**config.mk**
```make
export PLATFORM = sky130hd
export DESIGN_NAME = cdb_arbiter
export DESIGN_NICKNAME = d
export VERILOG_FILES = /design/src/rtl/cdb_arbiter_pkg.sv /design/src/rtl/cdb_src_fifo.sv /design/src/rtl/cdb_arbiter.sv
export SDC_FILE = /design/constraint.sdc
export NUM_CORES = 1
export LEC_CHECK = 0
export ABC_AREA = 1
export CORE_MARGIN = 2
export CORE_UTILIZATION = 30
export CTS_CLUSTER_SIZE = 24
export DETAILED_ROUTE_END_ITERATION = 10
export HOLD_SLACK_MARGIN = 0.08
export PLACE_DENSITY_LB_ADDON = 0.05
export SYNTH_ARGS = -nofsm -noshare
export SYNTH_HDL_FRONTEND = slang
export SYNTH_HIERARCHICAL = 1
export SYNTH_SLANG_ARGS = --single-unit
```
**constraint.sdc**
```tcl
create_clock -name clk -period 3 [get_ports clk]
set_clock_uncertainty 0.05 [all_clocks]
set_input_delay 0.6 -clock clk [delete_from_list [all_inputs] [get_ports clk]]
set_output_delay 0.6 -clock clk [all_outputs]
set_load 0.1 [all_outputs]
```
**src/rtl/cdb_arbiter_pkg.sv**
```systemverilog
// Shared definitions for the common-data-bus arbiter.
// Holds the default result widths, the default source count and the
// cdb_entry record {tag, data, rs} that sources hand to the bus.
// Optional build macro used by this block: CDB_BYPASS_EN.
package cdb_arbiter_pkg;

  localparam int unsigned NumSrcDefault = 3;
  localparam int unsigned TagWidth      = 4;
  localparam int unsigned DataWidth     = 32;
  localparam int unsigned AluRsWidth    = 4;

  // One broadcast result. Buffers store it flattened in this field order.
  typedef struct packed {
    logic [TagWidth-1:0]   tag;
    logic [DataWidth-1:0]  data;
    logic [AluRsWidth-1:0] rs;
  } cdb_entry_t;

  localparam int unsigned CdbEntryWidth = $bits(cdb_entry_t);

endpackage

```
**src/rtl/cdb_src_fifo.sv**
```systemverilog
// Per-source result buffer for the CDB arbiter.
// Ports:
//   clk, rst (async active-low), flush (sync, empties buffer, drops push/pop)
//   push/wdata : write one entry (caller guarantees !full)
//   pop/rdata  : rdata is the head; pop drops it (caller guarantees !empty)
//   full/empty : occupancy flags
module cdb_src_fifo #(
  parameter int unsigned Depth = 2,
  parameter int unsigned Width = 40
) (
  input  logic             clk,
  input  logic             rst,
  input  logic             flush,
  input  logic             push,
  input  logic             pop,
  input  logic [Width-1:0] wdata,
  output logic [Width-1:0] rdata,
  output logic             full,
  output logic             empty
);

  localparam int unsigned AddrW = $clog2(Depth);
  localparam int unsigned CntW  = AddrW + 1;

  logic [Width-1:0] mem_q [Depth];
  logic [AddrW-1:0] wptr_q, rptr_q;
  logic [CntW-1:0]  cnt_q;

  // Pointers wrap naturally because Depth is a power of two.
  always_ff @(posedge clk or negedge rst) begin
    if (!rst) begin
      wptr_q <= '0;
      rptr_q <= '0;
      cnt_q  <= '0;
    end else if (flush) begin
      wptr_q <= '0;
      rptr_q <= '0;
      cnt_q  <= '0;
    end else begin
      if (push) wptr_q <= wptr_q + 1'b1;
      if (pop)  rptr_q <= rptr_q + 1'b1;
      unique case ({push, pop})
        2'b10:   cnt_q <= cnt_q + 1'b1;
        2'b01:   cnt_q <= cnt_q - 1'b1;
        default: cnt_q <= cnt_q;
      endcase
    end
  end

  // Storage needs no reset; validity is tracked by cnt_q.
  always_ff @(posedge clk) begin
    if (push && !flush) mem_q[wptr_q] <= wdata;
  end

  assign rdata = mem_q[rptr_q];
  assign full  = (cnt_q == CntW'(Depth));
  assign empty = (cnt_q == '0);

endmodule

```
**src/rtl/cdb_arbiter.sv**
```systemverilog
// Common-data-bus stage: buffers results from NUM_SRC producers in per-source
// FIFOs and broadcasts one per cycle, chosen round-robin among non-empty
// buffers. cdb_rs returns the RS slot to free in source cdb_src.
// Ports:
//   clk, rst (async active-low), flush (sync, empties all buffers)
//   src_valid/src_ready, src_tag/src_data/src_rs : packed per-source inputs
//   cdb_valid, cdb_src, cdb_tag, cdb_data, cdb_rs : registered broadcast
// Optional macro CDB_BYPASS_EN: when every buffer is empty, arbitrate directly
// on src_valid and register the winner without buffering it.
module cdb_arbiter
  import cdb_arbiter_pkg::*;
#(
  parameter int unsigned NUM_SRC    = NumSrcDefault,
  parameter int unsigned TAG_W      = TagWidth,
  parameter int unsigned DATA_W     = DataWidth,
  parameter int unsigned RS_W       = AluRsWidth,
  parameter int unsigned FIFO_DEPTH = 2,
  localparam int unsigned SRC_W     = $clog2(NUM_SRC)
) (
  input  logic                      clk,
  input  logic                      rst,
  input  logic                      flush,
  input  logic [NUM_SRC-1:0]        src_valid,
  output logic [NUM_SRC-1:0]        src_ready,
  input  logic [NUM_SRC*TAG_W-1:0]  src_tag,
  input  logic [NUM_SRC*DATA_W-1:0] src_data,
  input  logic [NUM_SRC*RS_W-1:0]   src_rs,
  output logic                      cdb_valid,
  output logic [SRC_W-1:0]          cdb_src,
  output logic [TAG_W-1:0]          cdb_tag,
  output logic [DATA_W-1:0]         cdb_data,
  output logic [RS_W-1:0]           cdb_rs
);

  localparam int unsigned EntryW = TAG_W + DATA_W + RS_W;

  logic [EntryW-1:0]  in_entry   [NUM_SRC];
  logic [EntryW-1:0]  head_entry [NUM_SRC];
  logic [EntryW-1:0]  win_entry;
  logic [NUM_SRC-1:0] fifo_full, fifo_empty;
  logic [NUM_SRC-1:0] push, pop, req, req_sh, gnt_onehot;
  logic               gnt_valid, bypass;
  logic [SRC_W-1:0]   gnt_idx, ptr_q, ptr_next;
  int unsigned        idx;

  for (genvar i = 0; i < NUM_SRC; i++) begin : g_src
    assign in_entry[i] = {src_tag[i*TAG_W +: TAG_W], src_data[i*DATA_W +: DATA_W],
                          src_rs[i*RS_W +: RS_W]};

    cdb_src_fifo #(
      .Depth (FIFO_DEPTH),
      .Width (EntryW)
    ) u_fifo (
      .clk   (clk),
      .rst   (rst),
      .flush (flush),
      .push  (push[i]),
      .pop   (pop[i]),
      .wdata (in_entry[i]),
      .rdata (head_entry[i]),
      .full  (fifo_full[i]),
      .empty (fifo_empty[i])
    );
  end

  // Ready depends only on occupancy, never on a same-cycle pop.
  assign src_ready = ~fifo_full;

`ifdef CDB_BYPASS_EN
  assign bypass = (&fifo_empty) && (|src_valid);
`else
  assign bypass = 1'b0;
`endif

  assign req = bypass ? src_valid : ~fifo_empty;

  // Round-robin: first requester at ptr, ptr+1, ... modulo NUM_SRC.
  always_comb begin
    gnt_valid = 1'b0;
    gnt_idx   = '0;
    idx       = 0;
    req_sh    = '0;
    for (int unsigned k = 0; k < NUM_SRC; k++) begin
      idx    = (32'(ptr_q) + k) % NUM_SRC;
      req_sh = req >> idx;
      if (!gnt_valid && req_sh[0]) begin
        gnt_valid = 1'b1;
        gnt_idx   = SRC_W'(idx);
      end
    end
  end

  assign gnt_onehot = gnt_valid ? (NUM_SRC'(1) << gnt_idx) : '0;
  assign ptr_next   = (gnt_idx == SRC_W'(NUM_SRC - 1)) ? '0 : gnt_idx + 1'b1;

  // A bypassed winner goes straight to the bus, so it must not be buffered.
  assign pop       = bypass ? '0 : gnt_onehot;
  assign push      = src_valid & src_ready & (bypass ? ~gnt_onehot : '1);
  assign win_entry = bypass ? in_entry[gnt_idx] : head_entry[gnt_idx];

  always_ff @(posedge clk or negedge rst) begin
    if (!rst) begin
      ptr_q     <= '0;
      cdb_valid <= 1'b0;
      cdb_src   <= '0;
      cdb_tag   <= '0;
      cdb_data  <= '0;
      cdb_rs    <= '0;
    end else if (flush) begin
      ptr_q     <= '0;
      cdb_valid <= 1'b0;
    end else begin
      cdb_valid <= gnt_valid;
      if (gnt_valid) begin
        ptr_q    <= ptr_next;
        cdb_src  <= gnt_idx;
        cdb_tag  <= win_entry[EntryW-1 -: TAG_W];
        cdb_data <= win_entry[RS_W +: DATA_W];
        cdb_rs   <= win_entry[RS_W-1:0];
      end
    end
  end

endmodule
```
==> results.json <==
{
  "run_status": "complete, no violations",
  "cts.repair_timing.setup_buffer_count": 0,
  "die-area_um2": 44770,
  "grt_usage": 0.1650,
  "list_of_cells_traversed_by_the_critical_path": "buf_4, ha_1, inv_1, ha_1, inv_1, ha_1, nor2_1, nand2_1, nand2_2, nand3_2, nand4_1, nand2_4, buf_12, nor2_1, buf_6, nand3_1, nand4_1",
  "power.combinational.fraction": 0.476,
  "pin_count_of_the_biggest_net_entering_global_routing": 58,
  "rsz0062_at_grt": "false",
  "worst-endpoint-arrival_ns": 3.18,
  "critical_path_peak_fanout": 35,
  "finalWirelength_um": 36240,
  "cp-end-kind": "flip-flop",
  "drc": 0,
  "syn_to_final_growth_pct": 26.89,
  "tritoncts_clock_tree": "built",
  "grt_pass1_wl_um": 53100,
  "power.static_leakage_uw": 0.006415,
  "critical-path-max-stage-delay_ns": 0.37,
  "cp_slowest_cell": "sky130_fd_sc_hd__dfrtp_1",
  "cts-buffers-inserted": 37,
  "ctsHtreeMaxLevel": 2,
  "hold-worst-slack_ns": 0.1454,
  "net_count_of_the_mapped_netlist": 1049,
  "p_sw_uw": 8308,
  "floorplan.io_pins": 172,
  "layout_min_cycle_time_ns": 2.771,
  "floorplan.core_area_um2": 42790,
  "drt_iter0_markers": 411,
  "final_net_count": 1249,
  "final_max_tran_viols": 0,
  "clock.fmax_mhz": 360.9,
  "grt_antenna_before_repair": 3,
  "clock_sink_count": 297,
  "floorplan.die.width_um": 211.6,
  "drive_above_1_share": 0.2381,
  "finalSetupViolations": 0,
  "final_min_period_over_clock_period": 0.9236,
  "yosysWarnings": 6,
  "timing.hold.worst.class": "in2async",
  "floorplan.initialDensity": 0.3021,
  "postSynthRegisterBits": 297,
  "ant_nets": 0,
  "insertion_delay_ns": 0.53,
  "critPathMostFrequentCell": "sky130_fd_sc_hd__ha_1",
  "maxSlewHeadroom": 0.3859,
  "crit_family": "simple AND/OR/NAND/NOR gates",
  "netSwitchingFraction": 0.4420,
  "internal_power_uw": 10490,
  "drtPass1Iterations": 4,
  "required_ns": 3.41,
  "total_power_uw": 18790,
  "drv.max_cap_violation_count": 0,
  "hold_viol": 0,
  "core.rowCount": 76,
  "clock_tree.root_cell": "sky130_fd_sc_hd__clkbuf_16",
  "route.detailed.vias_per_inst": 4.509,
  "path_clk_slew_ns": 0.06,
  "power.share.clock": 0.226,
  "post_synth_inst_count": 913,
  "detailroute.via_count": 7597,
  "place.detailed.hpwl_um": 25070,
  "syn_area_per_cell_um2": 14.16,
  "proportion_of_power_drawn_by_flip_flops_and_latches": 0.298,
  "gp_congestion": 0.7459,
  "chipHeight_um": 211.6,
  "mappedNetlistArea_um2": 12930,
  "critical_path.startpoint_type": "flip-flop",
  "worst-setup-path-type": "reg2reg",
  "peakVddDrop_v": 0.0007196,
  "number_of_hold_repair_buffers_added_at_the_cts_stage": 0,
  "first_global_vias": 7938,
  "fin_util": 0.3833,
  "globalRoute.totalOverflow": 0,
  "worst-slew-pin-transition_ns": 0.9211,
  "wl_per_cell_um": 21.51,
  "critical_path.n_buffers_inverters": 5,
  "power.density_nw_per_um2": 1146,
  "max-clock-path-buffers": 3,
  "synth.yosys.seq_area_share": 0.6678,
  "io_buffers": 171,
  "synth_cell_types": 24
}
-- logic make-up after synthesis --
family | after synthesis | share of synthesized area
compound gates | 75 | 0.02904
buf+inv | 97 | 0.05072
flops | 297 | 0.6678
simple gates | 314 | 0.1051
mux | 120 | 0.1376
fa+ha+maj | 10 | 0.009679
-- final timing paths --
path,start,end,slack [ns],depth (start not counted)
max,ptr_q[0],cdb_data[3],0.23,17
min,rst,g_src[1].u_fifo/cnt_q[1],0.15,1
max reg2reg,ptr_q[0],cdb_data[3],0.23,17
min reg2reg,cdb_data[22],cdb_data[22],0.48,2
max in group asynchronous,rst,g_src[2].u_fifo/rptr_q,2.05,1
min in group clk,cdb_data[22],cdb_data[22],0.48,2
-- per-stage QoR --
stage	setup WS (ns)	TNS, ns	cell area, um2	instances
after global placement	-0.08642	-0.1689	15200	1620
after global routing	0.04299	0	16400	1684
after floorplan	-0.03680	-8.829	12930	913
after CTS	0.02323	0	16350	1684
final	0.2292	0	16400	1685
after detailed placement	-0.07920	-0.1579	15200	1620
-- synth_stat cells, drive strengths merged --
master / n / area share
nand2: 162 / 0.047
nor2: 51 / 0.015
nand3: 80 / 0.032
ha: 10 / 0.0097
o21ai: 12 / 0.0046
inv: 53 / 0.015
nand4: 20 / 0.010
clkbuf: 2 / 0.00058
buf: 42 / 0.035
mux2: 120 / 0.14
dfrtp: 57 / 0.11
a21oi: 63 / 0.024
edfxtp: 240 / 0.56
nor3b: 1 / 0.00058
-- flip-flops by register name, summed over array words and instances, names as in the netlist --
register / flops
cdb_rs: 4
cdb_data: 32
g_src.u_fifo/wptr_q: 3
g_src.u_fifo/mem_q: 240
ptr_q: 2
g_src.u_fifo/rptr_q: 3
cdb_tag: 4
cdb_valid: 1
cdb_src: 2
g_src.u_fifo/cnt_q: 6
-- repair_timing --
action                                  CTS  global route
gates resized for setup                   1            13
endpoints found under the setup margin    2            41
pin swaps                                 0             1
gates cloned                              0             0
-- metal layers --
metal,wire length [um],global-route usage,vias up
met4,762,0.05051,4
met5,27,0,-
li1,-,-,3657
met1,17620,0.2380,3694
met3,2213,0.04183,52
met2,15610,0.2433,190
-- area by class of cell --
type                            count  area [um2]
Sequential cell                   297        8640
Timing Repair Buffer              205        2011
Multi-Input combinational cell    519        3719
Fill cell                        4130       26390
Clock buffer                       51        1008
Antenna cell                        1       2.502
Inverter                           53       203.9
Clock inverter                     13       136.4
Tap cell                          546       683.2
-- layout by cell type (no fill, tap or decap), types with 5 or more instances in the layout --
master                            synthesis  layout
sky130_fd_sc_hd__edfxtp_1               240     240
sky130_fd_sc_hd__buf_12                  12      12
sky130_fd_sc_hd__clkbuf_16                0      37
sky130_fd_sc_hd__ha_1                    10      10
sky130_fd_sc_hd__nor2_1                  49      43
sky130_fd_sc_hd__buf_4                    6      66
sky130_fd_sc_hd__nor2_4                   0       6
sky130_fd_sc_hd__clkbuf_1                 2      11
sky130_fd_sc_hd__clkinv_1                 0       5
sky130_fd_sc_hd__a21oi_1                 63      63
sky130_fd_sc_hd__mux2_4                 114     114
sky130_fd_sc_hd__inv_1                   50      49
sky130_fd_sc_hd__dfrtp_1                 57      54
sky130_fd_sc_hd__nand4_1                 19      19
sky130_fd_sc_hd__o21ai_0                 11      11
sky130_fd_sc_hd__nand3_1                 78      78
sky130_fd_sc_hd__mux2_2                   6       6
sky130_fd_sc_hd__clkdlybuf4s50_1          0     124
sky130_fd_sc_hd__nand2_1                160     159
-- power groups by stage --
stage	registers (uW)	logic [uW]	clock network (uW)
2_1_floorplan	7590	4470	0
3_3_place_gp	5690	8960	0
3_5_place_dp	5690	8950	0
4_1_cts	5610	8990	4400
5_1_grt	5670	9670	4560
6_report	5600	8950	4240
No activity file was read; power rests on OpenSTA's default activity.
